$ cat src/rtl/spi_pkg.sv
// Shared definitions for the SPI slave: frame command encodings and FSM states.
package spi_pkg;

  localparam logic [1:0] CMD_WR_ADDR = 2'b00;
  localparam logic [1:0] CMD_WR_DATA = 2'b01;
  localparam logic [1:0] CMD_RD_ADDR = 2'b10;
  localparam logic [1:0] CMD_RD_DATA = 2'b11;

  typedef enum logic [2:0] {
    ST_IDLE,
    ST_RECV,
    ST_WAIT_TX,
    ST_SEND,
    ST_DONE
  } state_e;

endpackage

$ cat src/rtl/spi_shift_reg.sv
// Parallel-load / serial-in shift register; direction chosen by LSB_FIRST.
module spi_shift_reg #(
  parameter int W         = 8,
  parameter int LSB_FIRST = 0
) (
  input  logic         clk,
  input  logic         rst_n,
  input  logic         load_i,
  input  logic [W-1:0] load_data_i,
  input  logic         shift_i,
  input  logic         ser_i,
  output logic [W-1:0] par_o,
  output logic         ser_o
);

  logic [W-1:0] sr_q, sr_d;

  always_comb begin
    sr_d = sr_q;
    if (load_i) begin
      sr_d = load_data_i;
    end else if (shift_i) begin
      if (LSB_FIRST != 0) sr_d = {ser_i, sr_q[W-1:1]};
      else                sr_d = {sr_q[W-2:0], ser_i};
    end
  end

  always_ff @(posedge clk or negedge rst_n) begin
    if (!rst_n) sr_q <= '0;
    else        sr_q <= sr_d;
  end

  assign par_o = sr_q;
  assign ser_o = (LSB_FIRST != 0) ? sr_q[0] : sr_q[W-1];

endmodule

$ cat src/rtl/spi_slave_gen.sv
// SPI slave: receives {cmd, payload} frames, answers read-data commands
// with DATA_W bits from a tx producer, flags aborts and out-of-order reads.
module spi_slave_gen
  import spi_pkg::*;
#(
  parameter int DATA_W       = 8,
  parameter int LSB_FIRST    = 0,
  parameter int CHK_RD_ORDER = 1
) (
  input  logic              clk,
  input  logic              rst_n,
  input  logic              SS_n,
  input  logic              MOSI,
  input  logic              tx_valid,
  input  logic [DATA_W-1:0] tx_data,
  output logic              MISO,
  output logic              tx_ready,
  output logic              rx_valid,
  output logic [DATA_W+1:0] rx_data,
  output logic              abort,
  output logic              cmd_err
);

  localparam int FRAME_W = DATA_W + 2;
  localparam int CNT_W   = $clog2(FRAME_W + 1);
  localparam logic [CNT_W-1:0] RX_LAST = CNT_W'(FRAME_W - 1);
  localparam logic [CNT_W-1:0] TX_LAST = CNT_W'(DATA_W - 1);

  state_e             state_q, state_d;
  logic [CNT_W-1:0]   cnt_q, cnt_d;
  logic               rd_pend_q, rd_pend_d;
  logic [FRAME_W-1:0] rx_data_q, rx_data_d;
  logic               rx_valid_q, rx_valid_d;
  logic               cmd_err_q, cmd_err_d;
  logic               abort_q, abort_d;

  logic               rx_shift, tx_load, tx_shift, tx_ser;
  logic [FRAME_W-2:0] rx_q;
  logic [FRAME_W-1:0] raw, frame;
  logic [1:0]         frame_cmd;
  logic               rd_ok;
  logic               rx_ser_unused;
  logic [DATA_W-1:0]  tx_par_unused;

  // The rx shifter holds all but the last bit; the last bit is taken live
  // from MOSI so the frame can be registered on the edge that samples it.
  spi_shift_reg #(.W(FRAME_W - 1), .LSB_FIRST(LSB_FIRST)) u_rx_sr (
    .clk         (clk),
    .rst_n       (rst_n),
    .load_i      (1'b0),
    .load_data_i ('0),
    .shift_i     (rx_shift),
    .ser_i       (MOSI),
    .par_o       (rx_q),
    .ser_o       (rx_ser_unused)
  );

  spi_shift_reg #(.W(DATA_W), .LSB_FIRST(LSB_FIRST)) u_tx_sr (
    .clk         (clk),
    .rst_n       (rst_n),
    .load_i      (tx_load),
    .load_data_i (tx_data),
    .shift_i     (tx_shift),
    .ser_i       (1'b0),
    .par_o       (tx_par_unused),
    .ser_o       (tx_ser)
  );

  // cmd always arrives first (cmd[1] then cmd[0]); only the payload order flips.
  always_comb begin
    if (LSB_FIRST != 0) begin
      raw   = {MOSI, rx_q};
      frame = {raw[0], raw[1], raw[FRAME_W-1:2]};
    end else begin
      raw   = {rx_q, MOSI};
      frame = raw;
    end
    frame_cmd = frame[FRAME_W-1 -: 2];
    rd_ok     = rd_pend_q || (CHK_RD_ORDER == 0);
  end

  always_comb begin
    state_d    = state_q;
    cnt_d      = cnt_q;
    rd_pend_d  = rd_pend_q;
    rx_data_d  = rx_data_q;
    rx_valid_d = 1'b0;
    cmd_err_d  = 1'b0;
    abort_d    = 1'b0;
    rx_shift   = 1'b0;
    tx_load    = 1'b0;
    tx_shift   = 1'b0;
    case (state_q)
      ST_IDLE: begin
        if (!SS_n) begin
          rx_shift = 1'b1;
          cnt_d    = CNT_W'(1);
          state_d  = ST_RECV;
        end
      end
      ST_RECV: begin
        if (SS_n) begin
          abort_d = 1'b1;
          cnt_d   = '0;
          state_d = ST_IDLE;
        end else begin
          rx_shift = 1'b1;
          if (cnt_q == RX_LAST) begin
            cnt_d   = '0;
            state_d = ST_DONE;
            if (frame_cmd == CMD_RD_DATA && !rd_ok) begin
              cmd_err_d = 1'b1;
            end else begin
              rx_valid_d = 1'b1;
              rx_data_d  = frame;
              if (frame_cmd == CMD_RD_ADDR) rd_pend_d = 1'b1;
              if (frame_cmd == CMD_RD_DATA) begin
                rd_pend_d = 1'b0;
                state_d   = ST_WAIT_TX;
              end
            end
          end else begin
            cnt_d = cnt_q + CNT_W'(1);
          end
        end
      end
      ST_WAIT_TX: begin
        if (SS_n) begin
          abort_d = 1'b1;
          cnt_d   = '0;
          state_d = ST_IDLE;
        end else if (tx_valid) begin
          tx_load = 1'b1;
          cnt_d   = '0;
          state_d = ST_SEND;
        end
      end
      ST_SEND: begin
        if (SS_n) begin
          abort_d = 1'b1;
          cnt_d   = '0;
          state_d = ST_IDLE;
        end else begin
          tx_shift = 1'b1;
          if (cnt_q == TX_LAST) begin
            cnt_d   = '0;
            state_d = ST_DONE;
          end else begin
            cnt_d = cnt_q + CNT_W'(1);
          end
        end
      end
      ST_DONE: begin
        if (SS_n) state_d = ST_IDLE;
      end
      default: state_d = ST_IDLE;
    endcase
  end

  always_ff @(posedge clk or negedge rst_n) begin
    if (!rst_n) begin
      state_q    <= ST_IDLE;
      cnt_q      <= '0;
      rd_pend_q  <= 1'b0;
      rx_data_q  <= '0;
      rx_valid_q <= 1'b0;
      cmd_err_q  <= 1'b0;
      abort_q    <= 1'b0;
    end else begin
      state_q    <= state_d;
      cnt_q      <= cnt_d;
      rd_pend_q  <= rd_pend_d;
      rx_data_q  <= rx_data_d;
      rx_valid_q <= rx_valid_d;
      cmd_err_q  <= cmd_err_d;
      abort_q    <= abort_d;
    end
  end

  assign MISO     = (state_q == ST_SEND) & tx_ser;
  assign tx_ready = (state_q == ST_WAIT_TX);
  assign rx_valid = rx_valid_q;
  assign rx_data  = rx_data_q;
  assign cmd_err  = cmd_err_q;
  assign abort    = abort_q;

endmodule
$ cat config.mk
export PLATFORM = sky130hd
export DESIGN_NAME = spi_slave_gen
export DESIGN_NICKNAME = d
export VERILOG_FILES = /design/src/rtl/spi_pkg.sv /design/src/rtl/spi_shift_reg.sv /design/src/rtl/spi_slave_gen.sv
export SDC_FILE = /design/constraint.sdc
export NUM_CORES = 1
export LEC_CHECK = 0
export BUFFER_PORTS_ARGS = -buffer_cell sky130_fd_sc_hd__buf_2
export CAP_MARGIN = 20
export CORE_MARGIN = 8
export CORE_UTILIZATION = 58
export CTS_BUF_LIST = sky130_fd_sc_hd__clkbuf_4 sky130_fd_sc_hd__clkbuf_8
export DETAILED_ROUTE_END_ITERATION = 10
export PLACE_DENSITY_LB_ADDON = 0.05
export RECOVER_POWER = 100
export SKIP_LAST_GASP = 1
export SLEW_MARGIN = 20
export SYNTH_ARGS = -nofsm -noshare
export SYNTH_HDL_FRONTEND = slang
export SYNTH_SLANG_ARGS = --single-unit
$ cat constraint.sdc
create_clock -name clk -period 2.13 [get_ports clk]
set_input_delay 0.1065 -clock clk [delete_from_list [all_inputs] [get_ports clk]]
set_output_delay 0.1065 -clock clk [all_outputs]
set_load 0.005 [all_outputs]
# Word-level counts from Yosys, hierarchy flattened

Index checks and enable logic that the tools add are counted.

Bits in registers: 38

Add/sub/neg operators: 1
Equality and inequality tests: 13
Muxes and demuxes: 39
Bitwise logic cells: 3
Reductions and logical operators: 12

Operators with widths:

| cell                                                                  | count |
|---|---|
| 3-bit two-way mux                                                     | 10 |
| 4-bit two-way mux                                                     | 7 |
| 1-bit two-way mux                                                     | 18 |
| 8-bit two-way mux                                                     | 2 |
| 4-bit case mux with 4 select lines                                    | 1 |
| 3-bit case mux with 5 select lines                                    | 1 |
| 5-bit AND reduction                                                   | 2 |
| 3-bit != test, second input constant                                  | 3 |
| 3-bit by 2-bit equality test with 1-bit output, second input constant | 2 |
| 4-bit by 1-bit adder with 4-bit output, second input constant         | 1 |
| 2-bit equality test, second input constant                            | 2 |
| 4-bit by 3-bit equality test with 1-bit output, second input constant | 1 |
| 4-bit equality test, second input constant                            | 1 |
| 2-bit != test, second input constant                                  | 2 |
| 4-bit AND reduction                                                   | 1 |
| 2-bit nonzero test                                                    | 2 |
| 4-bit nonzero test                                                    | 1 |
| 3-bit by 1-bit equality test with 1-bit output, second input constant | 1 |
| 3-bit equality test, second input constant                            | 1 |
| 3-bit zero test                                                       | 1 |
| 3-bit AND reduction                                                   | 1 |
| 3-bit OR reduction                                                    | 1 |
| 1-bit NOT                                                             | 2 |
| 2-bit OR reduction                                                    | 1 |
| other kinds (3)                                                       | 3 |

# Longest topological paths before layout

Gate-level depths: netlist (run 1).

Depth after elaboration: 6
Gate-level depth with buffers: 7
Mapped depth without buffers: 6

# Modules after synthesis

Synthesis (run 1) repeated with hierarchy kept, for this count alone.

Cells, all modules: 165
Area total of the unflattened synthesis: 1,929.4 um^2

By module, submodules not included:

| module                   | times used | cells an instance | area an instance (um^2) | seq. area each (um^2) |
|---|---|---|---|---|
| spi_slave_gen            | 1          | 90                | 1,109.8                 | 525.5 |
| spi_shift_reg at u_rx_sr | 1          | 40                | 439.2                   | 225.2 |
| spi_shift_reg at u_tx_sr | 1          | 35                | 380.4                   | 200.2 |

# Worst setup path before layout (run 1)

Ideal clock, no wire load.

Path type: register to register
Start point: reg cnt_q[0]
End point: reg rx_data_q[0] (netlist: rx_data[0])
Arrival time: 1.517 ns
Path slack: 0.488 ns
Cell stages (with the launch flop): 7
Buffers on the path: 1
Path through: dfrtp_1 -> ha_1 -> and4bb_2 -> nor2b_4 -> o21ai_2 -> buf_6 -> mux2_4

Word-level cells in the longest chain between the ends: 2

RTL lines:

| item                          | RTL line             | text |
|---|---|---|
| start: declaration            | spi_slave_gen.sv:30  | `logic [CNT_W-1:0] cnt_q, cnt_d;` |
| start signal: assignment      | spi_slave_gen.sv:171 | `cnt_q <= cnt_d;` |
| 4-bit equality test           | spi_slave_gen.sv:108 | `if (cnt_q == RX_LAST) begin` |
| 4-bit AND reduction (no line) | n/a                  |  |
| end signal: assignment        | spi_slave_gen.sv:173 | `rx_data_q <= rx_data_d;` |
| end: declaration              | spi_slave_gen.sv:32  | `logic [FRAME_W-1:0] rx_data_q, rx_data_d;` |

No other way between the ends.
A chain may end at the register's enable or synchronous reset.

# Worst setup path in the final report (run 1)

Start point: reg cnt_q[0]
End point: reg rx_data_q[3] (netlist: rx_data[3])

Same word-level chain as after synthesis.

==> results of run 1 <==
[layout make-up]
class,count,area (um2)
Fill cell,239,950.9
Clock inverter,1,5.005
Sequential cell,38,950.9
Multi-Input combinational cell,90,665.6
Tap cell,33,41.29
Clock buffer,7,58.81
Inverter,7,26.28
Timing Repair Buffer,42,254.0
[repair_timing]
action / 4_1_cts / 5_1_grt
hold endpoints to repair: 48 / 0
endpoints found under the setup margin: 0 / 0
hold buffers: 10 / 0
[report_power, final]
part	internal, W	switching [W]	total, W
Clock	0.000173	0.000230	0.000403
Sequential	0.000795	0.0000594	0.000854
Combinational	0.0000882	0.0000708	0.000159
[synthesized netlist by cell type (2+ instances only)]
| cell | count | area share [%] |
|---|---|---|
| a21oi_1 | 2 | 0.58 |
| a22oi_1 | 6 | 2.6 |
| buf_2 | 2 | 0.58 |
| buf_6 | 2 | 1.3 |
| dfrtp_1 | 38 | 55 |
| ha_1 | 2 | 1.4 |
| inv_1 | 7 | 1.5 |
| mux2_2 | 10 | 6.5 |
| mux2_4 | 9 | 7.8 |
| mux2i_1 | 3 | 1.7 |
| nand2_1 | 19 | 4.1 |
| nand2b_1 | 2 | 0.72 |
| nor2_1 | 5 | 1.1 |
| nor3_1 | 3 | 0.87 |
| nor3_2 | 2 | 1.2 |
| nor3b_1 | 4 | 1.7 |
| nor4b_1 | 2 | 1.0 |
| o21ai_0 | 4 | 1.2 |
| o22ai_1 | 2 | 0.72 |
| or3_1 | 2 | 0.72 |
[routing by layer]
layer  track usage, %  wire length, um
met4            6.467               52
met2            22.27             1626
met5                0                0
met3            6.215              238
met1            18.13             1491
[worst paths after layout]
check	slack (ps)	endpoint	depth (start not counted)	from
worst max-delay path	280	rx_data[3]$_DFFE_PN0P_	5	cnt_q[0]$_DFFE_PN0P_
worst min-delay path	60	state_q[0]$_DFFE_PN0P_	2	tx_valid
min in group asynchronous	410	cnt_q[3]$_DFFE_PN0P_	2	rst_n
max in group asynchronous	1130	rd_ok$_DFFE_PN0P_	2	rst_n
worst max register to register	280	rx_data[3]$_DFFE_PN0P_	5	cnt_q[0]$_DFFE_PN0P_
worst min register to register	490	u_tx_sr.par_o[7]$_DFFE_PN0P_	2	u_tx_sr.par_o[7]$_DFFE_PN0P_
[registers in the layout (all words and copies together) (netlist names)]
name / count
abort: 1
cmd_err: 1
cnt_q: 4
rd_ok: 1
rx_data: 10
rx_valid: 1
state_q: 3
u_rx_sr.par_o: 9
u_tx_sr.par_o: 8
[worst register-to-register path, cell delays in order, from the launching register on]
cell and delay (ps):
dfrtp_1 480, ha_1 180, and4bb_1 260, nor2b_1 240
o21ai_2 210, mux2_1 360
[placed cells by master, fill, tap and decap left out, drive strengths merged, types with 6 or more instances in the layout]
cell type | Yosys | layout
dfrtp | 38 | 38
nand2 | 19 | 19
dlygate4sd3 | 0 | 10
buf | 5 | 21
a22oi | 6 | 6
mux2 | 19 | 19
clkbuf | 1 | 18
inv | 7 | 7
[per-stage QoR]
stage / utilization (%) / setup WS (ps) / cells / hold slack, ps / total power, W
floorplan: - / 487.9 / 141 / -189.1 / 0.0009583
global placement: 64.45 / 339.3 / 200 / 235.2 / 0.001012
detailed placement: 64.45 / 271.5 / 200 / 245.9 / 0.001025
CTS: 70.00 / 237.5 / 218 / 30.37 / 0.001445
global route: 67.80 / 112.9 / 218 / 50.92 / 0.001481
finish: 67.80 / 277.9 / 218 / 57.45 / 0.001416
[cells by family after synthesis]
logic type / Yosys count / share of synthesized area (%)
AO/OA/AOI/OAI: 19 / 7.598
XOR/XNOR: 1 / 0.5066
adder cells (fa/ha/maj): 2 / 1.447
buffers and inverters: 13 / 3.835
flip-flops: 38 / 54.99
multiplexers: 22 / 16.06
AND/OR/NAND/NOR: 46 / 15.56
==> impl_metrics.tcl, run 1 <==
set metrics [dict create \
    grt_max_degree 39 \
    antenna-diode-count 0 \
    worst_ep_required_time_ps 2360 \
    crit_chain "ha_1, and4bb_1, nor2b_1, o21ai_2, mux2_1" \
    synth.avg_cell_area_um2 12.26 \
    floorplan.io_pins 28 \
    detail_route.wirelength_um 3408 \
    io_buffer_count 27 \
    post_cts.resized_instances 0 \
    drt_pre_antenna_iters 4 \
    synth-edff-count 0 \
    place_hpwl_um 2374 \
    timing.fmax_ghz 0.5399 \
    hold_path_class "in2reg" \
    layout.nets 199 \
    power.leakage_nw 0.9855 \
    path_delay_family "simple AND/OR/NAND/NOR gates" \
    via_count_of_the_first_global_routing_pass 1222 \
    synthesis.nets 156 \
    cap_viol_max_count 0 \
    grt_remaining_overflow 0 \
    synthesis.area_um2 1729 \
    timing.final.hold_violations 0 \
    max-vdd-ir-drop_mv 0.4804 \
    worst-setup-path-type "reg2reg" \
    worst_setup_path_start_kind "register" \
    finish.instance_area_um2 2002 \
    vias_per_cell 5.505 \
    final_layout_size_suffix_gt1_share_pct 23.24 \
    yosysWarnings 0 \
    cells_after_synth 141 \
    timing.clock.skew_ps 17.00 \
    critical_path.slowest_cell "dfrtp_1" \
    number_of_remaining_drc_errors 0 \
    critical_path.endpoint_type "register" \
    initial_utilization_pct 58.56 \
    grt_util_all_layers_pct 14.80 \
    path_buf_inv 0 \
    report.final.setup_viol 0 \
    grt_pass1_wl_um 5837 \
    syn_to_final_growth_pct 15.77 \
    rsz0062_at_grt "false" \
    die_outline_height_um 70.60 \
    routability_driven_placement_congestion_ratio 0.8344 \
    post_synth_num_cell_types 35 \
    dieWidth_um 70.60 \
    synth-seq-cells 38 \
    period_utilisation_layout_pct 86.95 \
    p_per_area_nw_per_um2 707.3 \
    synth_seq_area_share_pct 54.99 \
    run_status "complete, no violations" \
    number_of_antenna_violations_at_the_first_check_in_global_routing 0 \
    worst_skew_pair.late_latency_ps 340 \
    async_flop_share_pct 100.0 \
    post_drt_wl_per_cell_um 15.63 \
    cts_tree "built" \
    die-area_um2 4984 \
    cts_buffers 5 \
    placedInstanceArea_um2 1903 \
    max-slew-margin-rel_pct 38.83 \
    clkTransAtPathRegs_ps 120 \
    antenna_left 0 \
    num_vias 1200 \
    root_buf_cell "clkbuf_4" \
    arrival_ps 2080 \
    post-cts-setup-buffer-count 0 \
    cp_slowest_stage_delay_ps 480 \
    timing.final.max_slew_violations 0 \
    clkSinkCount 38 \
    finalSetupTns_ps 0 \
    post-route-min-period_ps 1852 \
    placementRows 20 \
    drt_first_iter_violations 141 \
    worst-slew-pin-transition_ps 917.6 \
    postSynth.topFlopCell "dfrtp_1" \
    ctsLongestPathBuffers 2 \
    htreeDepth 2 \
    worst-path-max-fanout 11 \
    core_area_um2 2953 \
]
(Power assumes the default switching activity.)
==> run 2, diff against run 1 <==
--- a/config.mk
+++ b/config.mk
@@ -8,8 +8,8 @@
 export BUFFER_PORTS_ARGS = -buffer_cell sky130_fd_sc_hd__buf_2
 export CAP_MARGIN = 20
 export CORE_MARGIN = 8
-export CORE_UTILIZATION = 58
-export CTS_BUF_LIST = sky130_fd_sc_hd__clkbuf_4 sky130_fd_sc_hd__clkbuf_8
+export CORE_UTILIZATION = 55
+export CTS_BUF_LIST = sky130_fd_sc_hd__clkbuf_16
 export DETAILED_ROUTE_END_ITERATION = 10
 export PLACE_DENSITY_LB_ADDON = 0.05
 export RECOVER_POWER = 100
==> run 2 against run 1 <==
Net effect:
- worst setup slack worse by 12 ps
- global-route usage decreased by 0.29 points
- fmax fell by 0.63%
- via count down 3.6%
- critical endpoint unchanged
- hold slack worse by 15 ps
- non-clock buffer count fell by 9
- largest cell class unchanged
- power rose by 17%
==> impl_metrics.tcl, run 2 (same netlist as run 1, synthesis figures left out) <==
set metrics [dict create \
    fin_hold_ws_ps 42.74 \
    post_drt_wl_per_cell_um 15.31 \
    vias_per_cell 5.307 \
    via_count_of_the_first_global_routing_pass 1293 \
    grt_remaining_overflow 0 \
    timing.fmax_ghz 0.5366 \
    crit-reg2reg-launch "cnt_q[0]$_DFFE_PN0P_" \
    hold_path_class "in2reg" \
    clkTransAtPathRegs_ps 50 \
    worst_skew_pair.late_latency_ps 270 \
    worst_r2r_path_depth 5 \
    period_utilisation_layout_pct 87.50 \
    final_cell_mix "dfrtp_1 (38), buf_2 (20), nand2_1 (19)" \
    die_outline_height_um 72.07 \
    final_layout_size_suffix_gt1_share_pct 25.29 \
    antenna-diode-count 0 \
    worst-slew-pin-transition_ps 911.5 \
    post-cts-setup-buffer-count 0 \
    worst_ep_required_time_ps 2280 \
    root_buf_cell "clkbuf_16" \
    regToRegEndpoint "rx_data[3]$_DFFE_PN0P_" \
    routability_driven_placement_congestion_ratio 0.7549 \
    syn_to_final_growth_pct 15.34 \
    arrival_ps 2010 \
    power.leakage_nw 0.9819 \
    largest_register_ff_count 10 \
    io_buffer_count 27 \
    post-place-cells 211 \
    number_of_antenna_violations_at_the_first_check_in_global_routing 0 \
    cts_tree "built" \
    mostFrequentLayoutCell "dfrtp_1" \
    ctsLongestPathBuffers 2 \
    grt_pass1_wl_um 5940 \
    layout.nets 190 \
    max-vdd-ir-drop_mv 0.7027 \
    timing.clock.skew_ps 2.811 \
    hold-path-endpoint "u_tx_sr.par_o[4]$_DFFE_PN0P_" \
    grt_max_degree 39 \
    worst-path-max-fanout 11 \
    post-route-min-period_ps 1864 \
    drt_first_iter_violations 55 \
    cts_buffers 5 \
    report.final.setup_viol 0 \
    rsz0062_at_grt "false" \
    critical_path.endpoint_type "register" \
    finalSetupTns_ps 0 \
    cap_viol_max_count 0 \
    place_hpwl_um 2429 \
    antenna_left 0 \
    timing.final.hold_violations 0 \
    num_vias 1157 \
    worst-r2r-setup-slack_ps 270 \
    clkSinkCount 38 \
    post_cts.resized_instances 0 \
    core_area_um2 3028 \
    max-slew-margin-rel_pct 39.23 \
    worst-setup-path-type "reg2reg" \
    number_of_remaining_drc_errors 0 \
    floorplan.io_pins 28 \
    p_per_area_nw_per_um2 833.8 \
    timing.final.max_slew_violations 0 \
    htreeDepth 2 \
    worst_setup_path_start_kind "register" \
    die-area_um2 5194 \
    placementRows 20 \
    grt_util_all_layers_pct 14.51 \
    initial_utilization_pct 57.11 \
    detail_route.wirelength_um 3337 \
    run_status "complete, no violations" \
    drt_pre_antenna_iters 4 \
    layout_cells_excl_fill 218 \
    whs_path_depth 3 \
    hold_path_startpoint "tx_data[4]" \
    dieWidth_um 72.07 \
]
[run 2: cell types whose count changed in the layout (fill, tap and decap cells not counted), moves of 2 or more]
cell | before | now
clkbuf_4 | 6 | 0
dlygate4sd3_1 | 10 | 1
clkbuf_1 | 10 | 8
buf_2 | 17 | 20
clkbuf_16 | 0 | 5
[run 2: repair_timing]
item / 4_1_cts / 5_1_grt
hold buffers: 1 / 0
endpoints found under the hold margin: 38 / 0
setup endpoints to repair: 0 / 0
[run 2: metal layers]
layer	vias to the layer above	GRT usage [%]	share of wire (%)
met4	0	4.762	0.60
met3	2	5.096	4.0
met2	22	23.47	50
met1	566	17.50	45
li1	567	-	-
met5	-	0	0
[run 2: metrics by stage]
| stage | area, um2 | total power [W] | setup WS [ps] | utilization [%] |
|---|---|---|---|---|
| final | 1994 | 0.001663 | 266.3 | 65.87 |
| after CTS | 2056 | 0.001695 | 255.0 | 67.89 |
| after detailed placement | 1917 | 0.001027 | 257.1 | 63.31 |
| after global routing | 1994 | 0.001743 | 133.7 | 65.87 |
| after floorplan | 1729 | 0.0009583 | 487.9 | - |
| after global placement | 1917 | 0.001012 | 331.2 | 63.31 |
[run 2: final cells by class]
type                            instances  area (um2)
Tap cell                               44       55.05
Fill cell                             260        1033
Sequential cell                        38       950.9
Timing Repair Buffer                   33       167.7
Clock inverter                          1       3.754
Multi-Input combinational cell         90       665.6
Inverter                                7       26.28
Clock buffer                            5       125.1
[run 2: worst max-delay path, cell delays in order (launching register included)]
cell and delay (ps):
dfrtp_1 460, ha_1 180, and4bb_2 260, nor2b_1 250, o21ai_2 220, mux2_1 370
[run 2: power by group]
group	switching, W	internal [W]	total (W)	leakage, nW
Sequential	0.0000601	0.000797	0.000858	0.494
Clock	0.000242	0.000415	0.000657	0.0632
Combinational	0.0000702	0.0000778	0.000148	0.425
Total	0.000373	0.00129	0.00166	0.982
[run 2: how the worst max path moves through the flow]
stage | from | endpoint | slack (ps) | cells after the start
3_5_place_dp | cnt_q[0]$_DFFE_PN0P_ | rx_data[9]$_DFFE_PN0P_ | 260 | 5
6_report | cnt_q[0]$_DFFE_PN0P_ | rx_data[3]$_DFFE_PN0P_ | 270 | 5
4_1_cts | cnt_q[0]$_DFFE_PN0P_ | rx_data[9]$_DFFE_PN0P_ | 260 | 5
2_1_floorplan | cnt_q[0]$_DFFE_PN0P_ | rx_data[0]$_DFFE_PN0P_ | 490 | 6
5_1_grt | cnt_q[0]$_DFFE_PN0P_ | rx_data[6]$_DFFE_PN0P_ | 130 | 5
3_3_place_gp | cnt_q[0]$_DFFE_PN0P_ | rx_data[9]$_DFFE_PN0P_ | 330 | 5
==> run 3, diff against run 2 <==
--- a/config.mk
+++ b/config.mk
@@ -5,10 +5,11 @@
 export SDC_FILE = /design/constraint.sdc
 export NUM_CORES = 1
 export LEC_CHECK = 0
+export ABC_AREA = 1
 export BUFFER_PORTS_ARGS = -buffer_cell sky130_fd_sc_hd__buf_2
 export CAP_MARGIN = 20
 export CORE_MARGIN = 8
-export CORE_UTILIZATION = 55
+export CORE_UTILIZATION = 50
 export CTS_BUF_LIST = sky130_fd_sc_hd__clkbuf_16
 export DETAILED_ROUTE_END_ITERATION = 10
 export PLACE_DENSITY_LB_ADDON = 0.05
==> constraint.sdc (replaced) <==
create_clock -name clk -period 1.7 [get_ports clk]
set_input_delay 0.085 -clock clk [delete_from_list [all_inputs] [get_ports clk]]
set_output_delay 0.085 -clock clk [all_outputs]
set_load 0.005 [all_outputs]
==> run 3 against run 2 <==
Net effect:
- fmax grew 22%
- largest power group unchanged
- hold slack lost 32 ps
- combinational power grew to 4.1 times the previous value
- critical endpoint is now u_tx_sr.par_o[4]$_DFFE_PN0P_
- register-to-register slack lost 90 ps
==> impl_metrics.tcl, run 3 <==
set metrics [dict create \
    run_status "complete, no violations" \
    power_frac_comb_pct 22.6 \
    clkTransAtPathRegs_ps 60 \
    timing.fmax_ghz 0.6547 \
    synth.most_common_cell "nand2_1" \
    synth_seq_area_share_pct 52.38 \
    crit_chain "inv_1, nand2_1, nor2_1, nand2_1, nor2_4, nand2_1, o21ai_0, nand2_1" \
    p_int_w 0.001788 \
    p_total_w 0.002682 \
    grt_pass1_wl_um 6410 \
    root_buf_cell "clkbuf_16" \
    htreeDepth 2 \
    placementRows 22 \
    number_of_antenna_violations_at_the_first_check_in_global_routing 0 \
    report.final.setup_viol 0 \
    worst-setup-path-type "reg2reg" \
    final_cell_mix "nand2_1 (67), dfrtp_1 (38), nand3_1 (28)" \
    post-route-min-period_ps 1527 \
    cp_slowest_stage_delay_ps 480 \
    worst-slew-pin-transition_ps 921.2 \
    timing.final.hold_violations 0 \
    antenna_left 0 \
    die_outline_height_um 76.26 \
    grt_max_degree 39 \
    rsz0062_at_grt "false" \
    hold_path_class "in2reg" \
    die-area_um2 5815 \
    post_synth_num_cell_types 26 \
    layout_cells_excl_fill 293 \
    timing.clock.skew_ps 6.180 \
    max-slew-margin-rel_pct 38.58 \
    post-place-cells 283 \
    cells_after_synth 210 \
    postSynth.topFlopCell "dfrtp_1" \
    path_common_cell "nand2_1" \
    netlist.area_leader.share_pct 52.38 \
    grt_remaining_overflow 0 \
    fin_hold_ws_ps 10.62 \
    synth-edff-count 0 \
    initial_utilization_pct 50.73 \
    number_of_remaining_drc_errors 0 \
    synth-seq-cells 38 \
    timing.final.max_slew_violations 0 \
    synth_top_cells_by_count "nand2_1 (67), dfrtp_1 (38), nand3_1 (28)" \
    power.leakage_nw 1.074 \
    drt_pre_antenna_iters 4 \
    max-vdd-ir-drop_mv 0.8301 \
    post-cts-setup-buffer-count 0 \
    period_utilisation_layout_pct 89.85 \
    dieWidth_um 76.26 \
    ctsLongestPathBuffers 2 \
    power.sequential.fraction_pct 45.5 \
    finalSetupTns_ps 0 \
    power.share.clock_pct 31.9 \
    antenna-diode-count 0 \
    arrival_ps 1690 \
    num_vias 1437 \
    floorplan.io_pins 28 \
    worst_slack_ps 172.6 \
    post_drt_wl_per_cell_um 12.39 \
    core_area_um2 3578 \
    largest_register_ff_count 10 \
    synth.avg_cell_area_um2 8.645 \
    power.switching_fraction_pct 33.35 \
    mostFrequentLayoutCell "nand2_1" \
    cts_tree "built" \
    grt_util_all_layers_pct 13.41 \
    routability_driven_placement_congestion_ratio 0.8408 \
    vias_per_cell 4.904 \
    drt_first_iter_violations 101 \
    detail_route.wirelength_um 3630 \
    via_count_of_the_first_global_routing_pass 1399 \
    layout.nets 259 \
    synth_top_cell_by_area "dfrtp_1" \
    worst-path-max-fanout 9 \
    worst_skew_pair.late_latency_ps 280 \
    p_per_area_nw_per_um2 1271 \
    synthesis.nets 225 \
    final_layout_size_suffix_gt1_share_pct 15.92 \
    place_hpwl_um 2597 \
    worst_setup_path_start_kind "register" \
    switchingPower_w 0.0008944 \
    dp_worst_slack_ps 128.3 \
    critical_path.endpoint_type "register" \
    cap_viol_max_count 0 \
    critical_path.slowest_cell "dfrtp_1" \
    synthesis.area_um2 1815 \
    clkSinkCount 38 \
    syn_to_final_growth_pct 16.26 \
    cts_buffers 5 \
    async_flop_share_pct 100.0 \
    yosysWarnings 0 \
    worst_ep_required_time_ps 1860 \
    dominant_cells_by_area_after_synthesis "dfrtp_1 (52%), nand2_1 (14%), nand3_1 (7.7%)" \
    io_buffer_count 27 \
]
-- run 3: final timing paths --
kind / slack, ps / end / from / cells past startpoint
worst max-delay path: 170 / u_tx_sr.par_o[4]$_DFFE_PN0P_ / state_q[2]$_DFFE_PN0P_ / 8
worst min-delay path: 10 / u_tx_sr.par_o[5]$_DFFE_PN0P_ / tx_data[5] / 3
worst max register to register: 170 / u_tx_sr.par_o[4]$_DFFE_PN0P_ / state_q[2]$_DFFE_PN0P_ / 8
worst min register to register: 480 / rx_data[1]$_DFFE_PN0P_ / rx_data[1]$_DFFE_PN0P_ / 2
max in group asynchronous: 570 / rx_data[2]$_DFFE_PN0P_ / rst_n / 3
min in group asynchronous: 560 / cnt_q[0]$_DFFE_PN0P_ / rst_n / 3
-- run 3: metrics by stage --
step | area (um2) | util (%)
6_report | 2111 | 58.99
5_1_grt | 2111 | 58.99
4_1_cts | 2146 | 59.97
3_5_place_dp | 1988 | 55.56
3_3_place_gp | 1988 | 55.56
2_1_floorplan | 1815 | -
-- run 3: worst max-delay path, delay by kind of cell (launching register included) --
kind | cells | cell delay [ps]
AO/OA/AOI/OAI | 1 | 80
buffers and inverters | 1 | 130
flip-flops | 1 | 480
AND/OR/NAND/NOR | 6 | 720
-- run 3: cell families (layout without fill, tap and decap cells) --
logic type,count (synthesis),in the layout,synth area share (%)
adder cells (fa/ha/maj),2,2,1.378
XOR/XNOR,1,1,0.4825
buffers and inverters,26,61,6.753
flip-flops,38,38,52.38
AND/OR/NAND/NOR,118,118,29.98
AO/OA/AOI/OAI,25,25,9.028
-- run 3: final cells by class --
| type | count | area (um2) |
|---|---|---|
| Clock buffer | 5 | 125.1 |
| Clock inverter | 3 | 12.51 |
| Sequential cell | 38 | 950.9 |
| Inverter | 22 | 85.08 |
| Multi-Input combinational cell | 146 | 719.4 |
| Timing Repair Buffer | 31 | 157.7 |
| Tap cell | 48 | 60.06 |
| Fill cell | 355 | 1468 |
-- run 3: power groups by stage --
stage / registers [W] / logic, W / clock network [W]
2_1_floorplan: 0.00117 / 0.000523 / 0
3_3_place_gp: 0.00122 / 0.000609 / 0
3_5_place_dp: 0.00123 / 0.000626 / 0
4_1_cts: 0.00122 / 0.000631 / 0.000887
5_1_grt: 0.00124 / 0.000713 / 0.000919
6_report: 0.00122 / 0.000607 / 0.000856
-- run 3: timing repair --
| action | 4_1_cts | 5_1_grt |
|---|---|---|
| hold buffers | 2 | 0 |
| resized for setup | 0 | 0 |
| endpoints found under the setup margin | 0 | 10 |
| hold endpoints to repair | 39 | 0 |
-- run 3: routing by layer --
metal | part of all wire, % | wire length [um] | track usage, % | up-vias
li1 | - | - | - | 747
met1 | 45 | 1650 | 15.27 | 658
met2 | 48 | 1727 | 21.94 | 28
met3 | 5.4 | 197 | 5.425 | 4
met4 | 1.5 | 54 | 5.192 | 0
met5 | 0 | 0 | 0 | -
